===== config.mk =====
export PLATFORM = sky130hd
export DESIGN_NAME = mult_sequencer_flat
export DESIGN_NICKNAME = d
export VERILOG_FILES = /design/src/rtl/mult_pkg.sv /design/src/rtl/mult_sequencer_if.sv /design/src/rtl/mult_sequencer_step_counter.sv /design/src/rtl/mult_sequencer.sv /design/src/flat_wrapper.sv
export SDC_FILE = /design/constraint.sdc
export NUM_CORES = 1
export LEC_CHECK = 0
export ABC_CLOCK_PERIOD_IN_PS = 2950
export CAP_MARGIN = 20
export CORE_AREA = 2 2 39 41
export CTS_CLUSTER_SIZE = 12
export DETAILED_ROUTE_END_ITERATION = 12
export DIE_AREA = 0 0 41 43
export PLACE_DENSITY_LB_ADDON = 0.12
export SLEW_MARGIN = 10
export SYNTH_ARGS = -nofsm -noshare
export SYNTH_HDL_FRONTEND = slang
export SYNTH_SLANG_ARGS = --single-unit

===== constraint.sdc =====
create_clock -name clock -period 2.95 [get_ports clock]
set_input_delay 0.59 -clock clock [delete_from_list [all_inputs] [get_ports clock]]
set_output_delay 0.59 -clock clock [all_outputs]
set_load 0.02 [all_outputs]

===== src/rtl/mult_pkg.sv =====
// mult_pkg: shared state encoding and counter-width helper for the shift-add multiplier sequencer
package mult_pkg;
    typedef enum logic [1:0] {IDLE, LOAD, RUN, DONE} mult_state_t;
    function automatic int cnt_width(input int n);
        return $clog2(n);
    endfunction
endpackage


===== src/rtl/mult_sequencer_if.sv =====
// mult_sequencer_if: handshake and strobe bundle between the sequencer and the product register
//   start, Q0 (, abort)                    : requests and multiplier LSB into the sequencer
//   reg_reset, add_shift, shift, busy, done : strobes and status out of the sequencer
//   abort only exists when MULT_SEQ_ABORT_EN is defined
interface mult_sequencer_if;
    logic start;
    logic Q0;
    logic reg_reset;
    logic add_shift;
    logic shift;
    logic busy;
    logic done;
`ifdef MULT_SEQ_ABORT_EN
    logic abort;
    modport master (input start, Q0, abort, output reg_reset, add_shift, shift, busy, done);
    modport slave (output start, Q0, abort, input reg_reset, add_shift, shift, busy, done);
`else
    modport master (input start, Q0, output reg_reset, add_shift, shift, busy, done);
    modport slave (output start, Q0, input reg_reset, add_shift, shift, busy, done);
`endif
endinterface


===== src/rtl/mult_sequencer_step_counter.sv =====
// step_counter: loadable down-counter with zero flag
//   clock, reset_n : clock and asynchronous active-low reset
//   load, value    : load value into cnt (load wins over dec)
//   dec            : decrement cnt by one
//   cnt, zero      : current count and cnt==0 flag
module step_counter #(
    parameter int W = 3
) (
    input  logic         clock,
    input  logic         reset_n,
    input  logic         load,
    input  logic         dec,
    input  logic [W-1:0] value,
    output logic [W-1:0] cnt,
    output logic         zero
);
    always_ff @(posedge clock or negedge reset_n)
        if (!reset_n) cnt <= '0;
        else if (load) cnt <= value;
        else if (dec) cnt <= cnt - W'(1);
    assign zero = cnt == '0;
endmodule


===== src/rtl/mult_sequencer.sv =====
// mult_sequencer: IDLE/LOAD/RUN/DONE controller driving the shift-add product register
//   clock, reset_n : clock and asynchronous active-low reset
//   bus (master)   : start, Q0 in; reg_reset, add_shift, shift, busy, done out
//   MULT_SEQ_ABORT_EN adds bus.abort, which cancels LOAD/RUN back to IDLE without done
module mult_sequencer import mult_pkg::*; #(
    parameter int n = 8
) (
    input logic              clock,
    input logic              reset_n,
    mult_sequencer_if.master bus
);
    localparam int W = cnt_width(n);
    localparam logic [1:0] ST_IDLE = IDLE;
    localparam logic [1:0] ST_LOAD = LOAD;
    localparam logic [1:0] ST_RUN  = RUN;
    localparam logic [1:0] ST_DONE = DONE;
    logic [1:0]   state, state_nxt;
    logic [W-1:0] cnt;
    logic         zero, in_load, in_run, kill;
    assign in_load = state == ST_LOAD;
    assign in_run  = state == ST_RUN;
`ifdef MULT_SEQ_ABORT_EN
    assign kill = bus.abort & (in_load | in_run);
`else
    assign kill = 1'b0;
`endif
    step_counter #(.W(W)) u_cnt (
        .clock(clock), .reset_n(reset_n), .load(in_load), .dec(in_run),
        .value(W'(n - 1)), .cnt(cnt), .zero(zero)
    );
    always_comb begin
        state_nxt = ST_IDLE;
        case (state)
            ST_IDLE: state_nxt = bus.start ? ST_LOAD : ST_IDLE;
            ST_LOAD: state_nxt = kill ? ST_IDLE : ST_RUN;
            ST_RUN:  state_nxt = kill ? ST_IDLE : (zero ? ST_DONE : ST_RUN);
            default: state_nxt = ST_IDLE;
        endcase
    end
    always_ff @(posedge clock or negedge reset_n)
        if (!reset_n) state <= ST_IDLE;
        else state <= state_nxt;
    // RUN strobes are Mealy on the register's LSB; abort blanks them in its cycle
    assign bus.reg_reset = in_load & ~kill;
    assign bus.add_shift = in_run & bus.Q0 & ~kill;
    assign bus.shift     = in_run & ~bus.Q0 & ~kill;
    assign bus.busy      = in_load | in_run;
    assign bus.done      = state == ST_DONE;
endmodule


===== src/flat_wrapper.sv =====
// flat-port wrapper written by rule: the top's interface ports become plain ports
module mult_sequencer_flat import mult_pkg::*;
#(
    parameter int n = 8
)
  (clock, reset_n, bus_start, bus_Q0, bus_reg_reset, bus_add_shift, bus_shift, bus_busy, bus_done);
  mult_sequencer_if bus_i ();
  input logic clock;
  input logic reset_n;
  input wire logic [$bits(bus_i.start)-1:0] bus_start;
  input wire logic [$bits(bus_i.Q0)-1:0] bus_Q0;
  output wire logic [$bits(bus_i.reg_reset)-1:0] bus_reg_reset;
  output wire logic [$bits(bus_i.add_shift)-1:0] bus_add_shift;
  output wire logic [$bits(bus_i.shift)-1:0] bus_shift;
  output wire logic [$bits(bus_i.busy)-1:0] bus_busy;
  output wire logic [$bits(bus_i.done)-1:0] bus_done;
  assign bus_i.start = bus_start;
  assign bus_i.Q0 = bus_Q0;
  assign bus_reg_reset = bus_i.reg_reset;
  assign bus_add_shift = bus_i.add_shift;
  assign bus_shift = bus_i.shift;
  assign bus_busy = bus_i.busy;
  assign bus_done = bus_i.done;
  mult_sequencer #(.n(n)) u_core (.clock(clock), .reset_n(reset_n), .bus(bus_i));
endmodule

==> results.md <==
* Hold path cells at 2
* DRT antenna net count at 0
* DRC at 0
* Most frequent cell after synthesis: ha_1
* Net count, final at 55
* FFs w/ async S/R, synth at 100.0%
* Largest net degree at the start of global routing at 9
* Share of cells above drive strength 1 at 9.302%
* Synth warnings at 0
* Ranking of synthesized cells by area: dfrtp_1 40%, ha_1 28%, inv_1 6.0%
* Syn nets at 42
* Post-Layout Inst Area at 440.4 um2
* Routed WL at 556 um
* Hold WC Path Type: reg -> reg
* RR Endpoint: u_core.u_cnt.cnt[2]
* Main combinational cell family by area after synthesis: adder cells
* Final core utilization at 31.83%
* Layout Skew at 0.0008377 ns
* HP Start: u_core.u_cnt.cnt[1]
* RSZ-0062 raised after global routing: no
* Top_reg_cell synth: dfrtp_1
* Clock Latency Late Sink at 0.24 ns
* Cts hold-fix bufs at 0
* Max Cap Viol at 0
* XOR/XNOR share of the synthesized area at 0%
* Peak supply drop at 398.7 uV
* DPL Wire Length at 439.4 um
* Multiplexer share of the synthesized area at 0%
* Syn Inst Count at 31
* DR vias/cell at 3.881
* Initial antenna violation count at 0
* Max-slew headroom at 84.35%
* Comb pwr share at 58.2%
* Share of the synthesized area in the top cell type at 39.84%
* Number of enable flip-flop cells after synthesis at 0
* Final period util at 80.10%
* Pins Over Slew Limit at 0
* WP data required at 2.36 ns
* Row count at 14
* Hold Crit Endpoint: u_core.u_cnt.cnt[1]
* Routed len/inst at 9.424 um
* Mapped Area at 314.1 um2
* Top post-synthesis cells by count: 7 x ha_1, 5 x dfrtp_1, 5 x inv_1, 3 x nor2_1
* Int Power at 0.2946 mW
* Fin worst setup slack at 0.5869 ns
* Synthesized area per cell at 10.13 um2
* Post-synthesis sequential area ratio at 39.84%
* Clock tree buffer depth at 2
* Placed instance count at 55
* Initial core utilization at 22.69%
* Crit path DAT at 1.77 ns
* First-pass GRT wire length at 883 um
* Input/output buffers at 8
* Fin cells at 59
* Setup violations, final at 0
* Overflow after GRT at 0
* Antenna Cells at 0
* Clock Power Share at 15.4%
* DR pass1 iterations at 2
* H-tree depth at 1
* Register-to-Register Path Depth at 4
* Hold Worst Slack at 0.5449 ns
* Sequential fraction of design power at 26.4%
* Actual slew at the worst max-slew pin at 0.2347 ns
* Initial DRC Count at 5
* Pwr Total at 0.5083 mW
* R2R Setup Slk at 1.66 ns
* Core box area at 0.001384 mm2
* Yosys reg bits at 5
* Switch share at 42.04%
* CTS tree: yes
* I/O pin cnt at 9
* Adder-Cell Fraction of Synth Area at 27.89%
* Post-CTS sizing at 0
* Vias in the first global route at 221
* Die Ht at 43 um
* Pre-CTS setup slack at 0.5876 ns
* P_leak at 0.2127 nW
* Synth area leader: dfrtp_1
* Die ar. at 0.001763 mm2
* Run status: finished, final reports clean
* Final hold violations at 0
* Crit start category: register
* Unique masters post-synth at 13
* PwrDens at 1154 mW/mm2
* Post-placement cell area at 414.1 um2
* Worst r2r src: u_core.state[1]
* Num CTS Buffers at 3
* Clock Sink Count at 5
* Clock root buffer: clkbuf_4
* Net Switching at 0.2137 mW
* Synth Area in Simple Gates at 21.12%
* Worst-path maximum fanout at 8
* Routability Congestion at 0.6240
* GR Util All Layers at 7.654%
* Vias at 229
* Crit Path Class: reg -> out
* Setup TNS at 0 ns
* Die W at 41 um
* Fmax at 423.2 MHz
* CP endpoint kind: output pin
* Post-synthesis compound-gate area fraction at 5.179%
* Layout Area Growth over Synthesis at 40.24%
* Setup Buffers After CTS at 0
* Crit path time final at 2.363 ns
* Reg clk slew, reported paths at 0.04 ns
[power by group through the flow]
stage / combinational [mW] / clock, mW / sequential (mW)
after floorplan: 0.202 / 0 / 0.129
after global placement: 0.294 / 0 / 0.133
after detailed placement: 0.300 / 0 / 0.136
after CTS: 0.302 / 0.0838 / 0.135
after global routing: 0.337 / 0.0887 / 0.140
final: 0.296 / 0.0784 / 0.134
[logic make-up after synthesis]
kind of cell / Yosys count
buffers and inverters: 5
adder cells (fa/ha/maj): 7
flip-flops: 5
AND/OR/NAND/NOR: 11
AO/OA/AOI/OAI: 3
[per-layer routing]
metal | vias up | track usage, % | routed length (um)
li1 | 123 | - | -
met1 | 98 | 9.740 | 247
met2 | 8 | 9.688 | 267
met3 | 0 | 1.571 | 41
met4 | 0 | 8.000 | 0
met5 | - | 0 | 0
[worst max-delay path, cell delays in order (launching register included)]
cell	delay [ns]
dfrtp_1	0.39
inv_1	0.08
ha_1	0.41
clkdlybuf4s50_1	0.65
[final cells by class]
| cell class | instances | area [um2] |
|---|---|---|
| Fill cell | 147 | 943.4 |
| Multi-Input combinational cell | 21 | 170.2 |
| Inverter | 5 | 18.77 |
| Sequential cell | 5 | 125.1 |
| Clock buffer | 4 | 26.28 |
| Tap cell | 16 | 20.02 |
| Timing Repair Buffer | 8 | 80.08 |
[worst max path at each step]
stage | startpoint | cells after the start | to
after floorplan | u_core.state[0] | 3 | bus_shift
after global placement | bus_Q0 | 3 | bus_add_shift
after detailed placement | bus_Q0 | 3 | bus_add_shift
after CTS | u_core.state[1] | 3 | bus_busy
after global routing | u_core.state[0] | 3 | bus_busy
final | u_core.state[1] | 3 | bus_busy
[state kept, by name, summed over array words and instances (netlist names)]
signal / cells
u_core.state: 2
u_core.u_cnt.cnt: 3
[cells in the final DEF, fill, tap and decap left out]
cell type        Yosys  final
clkdlybuf4s50_1      0      8
nand2_1              1      1
clkbuf_1             0      1
inv_1                5      5
nor2_1               3      3
nor3_2               1      1
ha_1                 7      7
dfrtp_1              5      5
nand3b_1             1      1
a31oi_1              1      1
and2_1               1      1
and4b_1              1      1
nor2b_1              2      2
nor3_1               1      1
a21oi_1              2      2
clkbuf_4             0      3
Power figures use the tool's default switching activity.
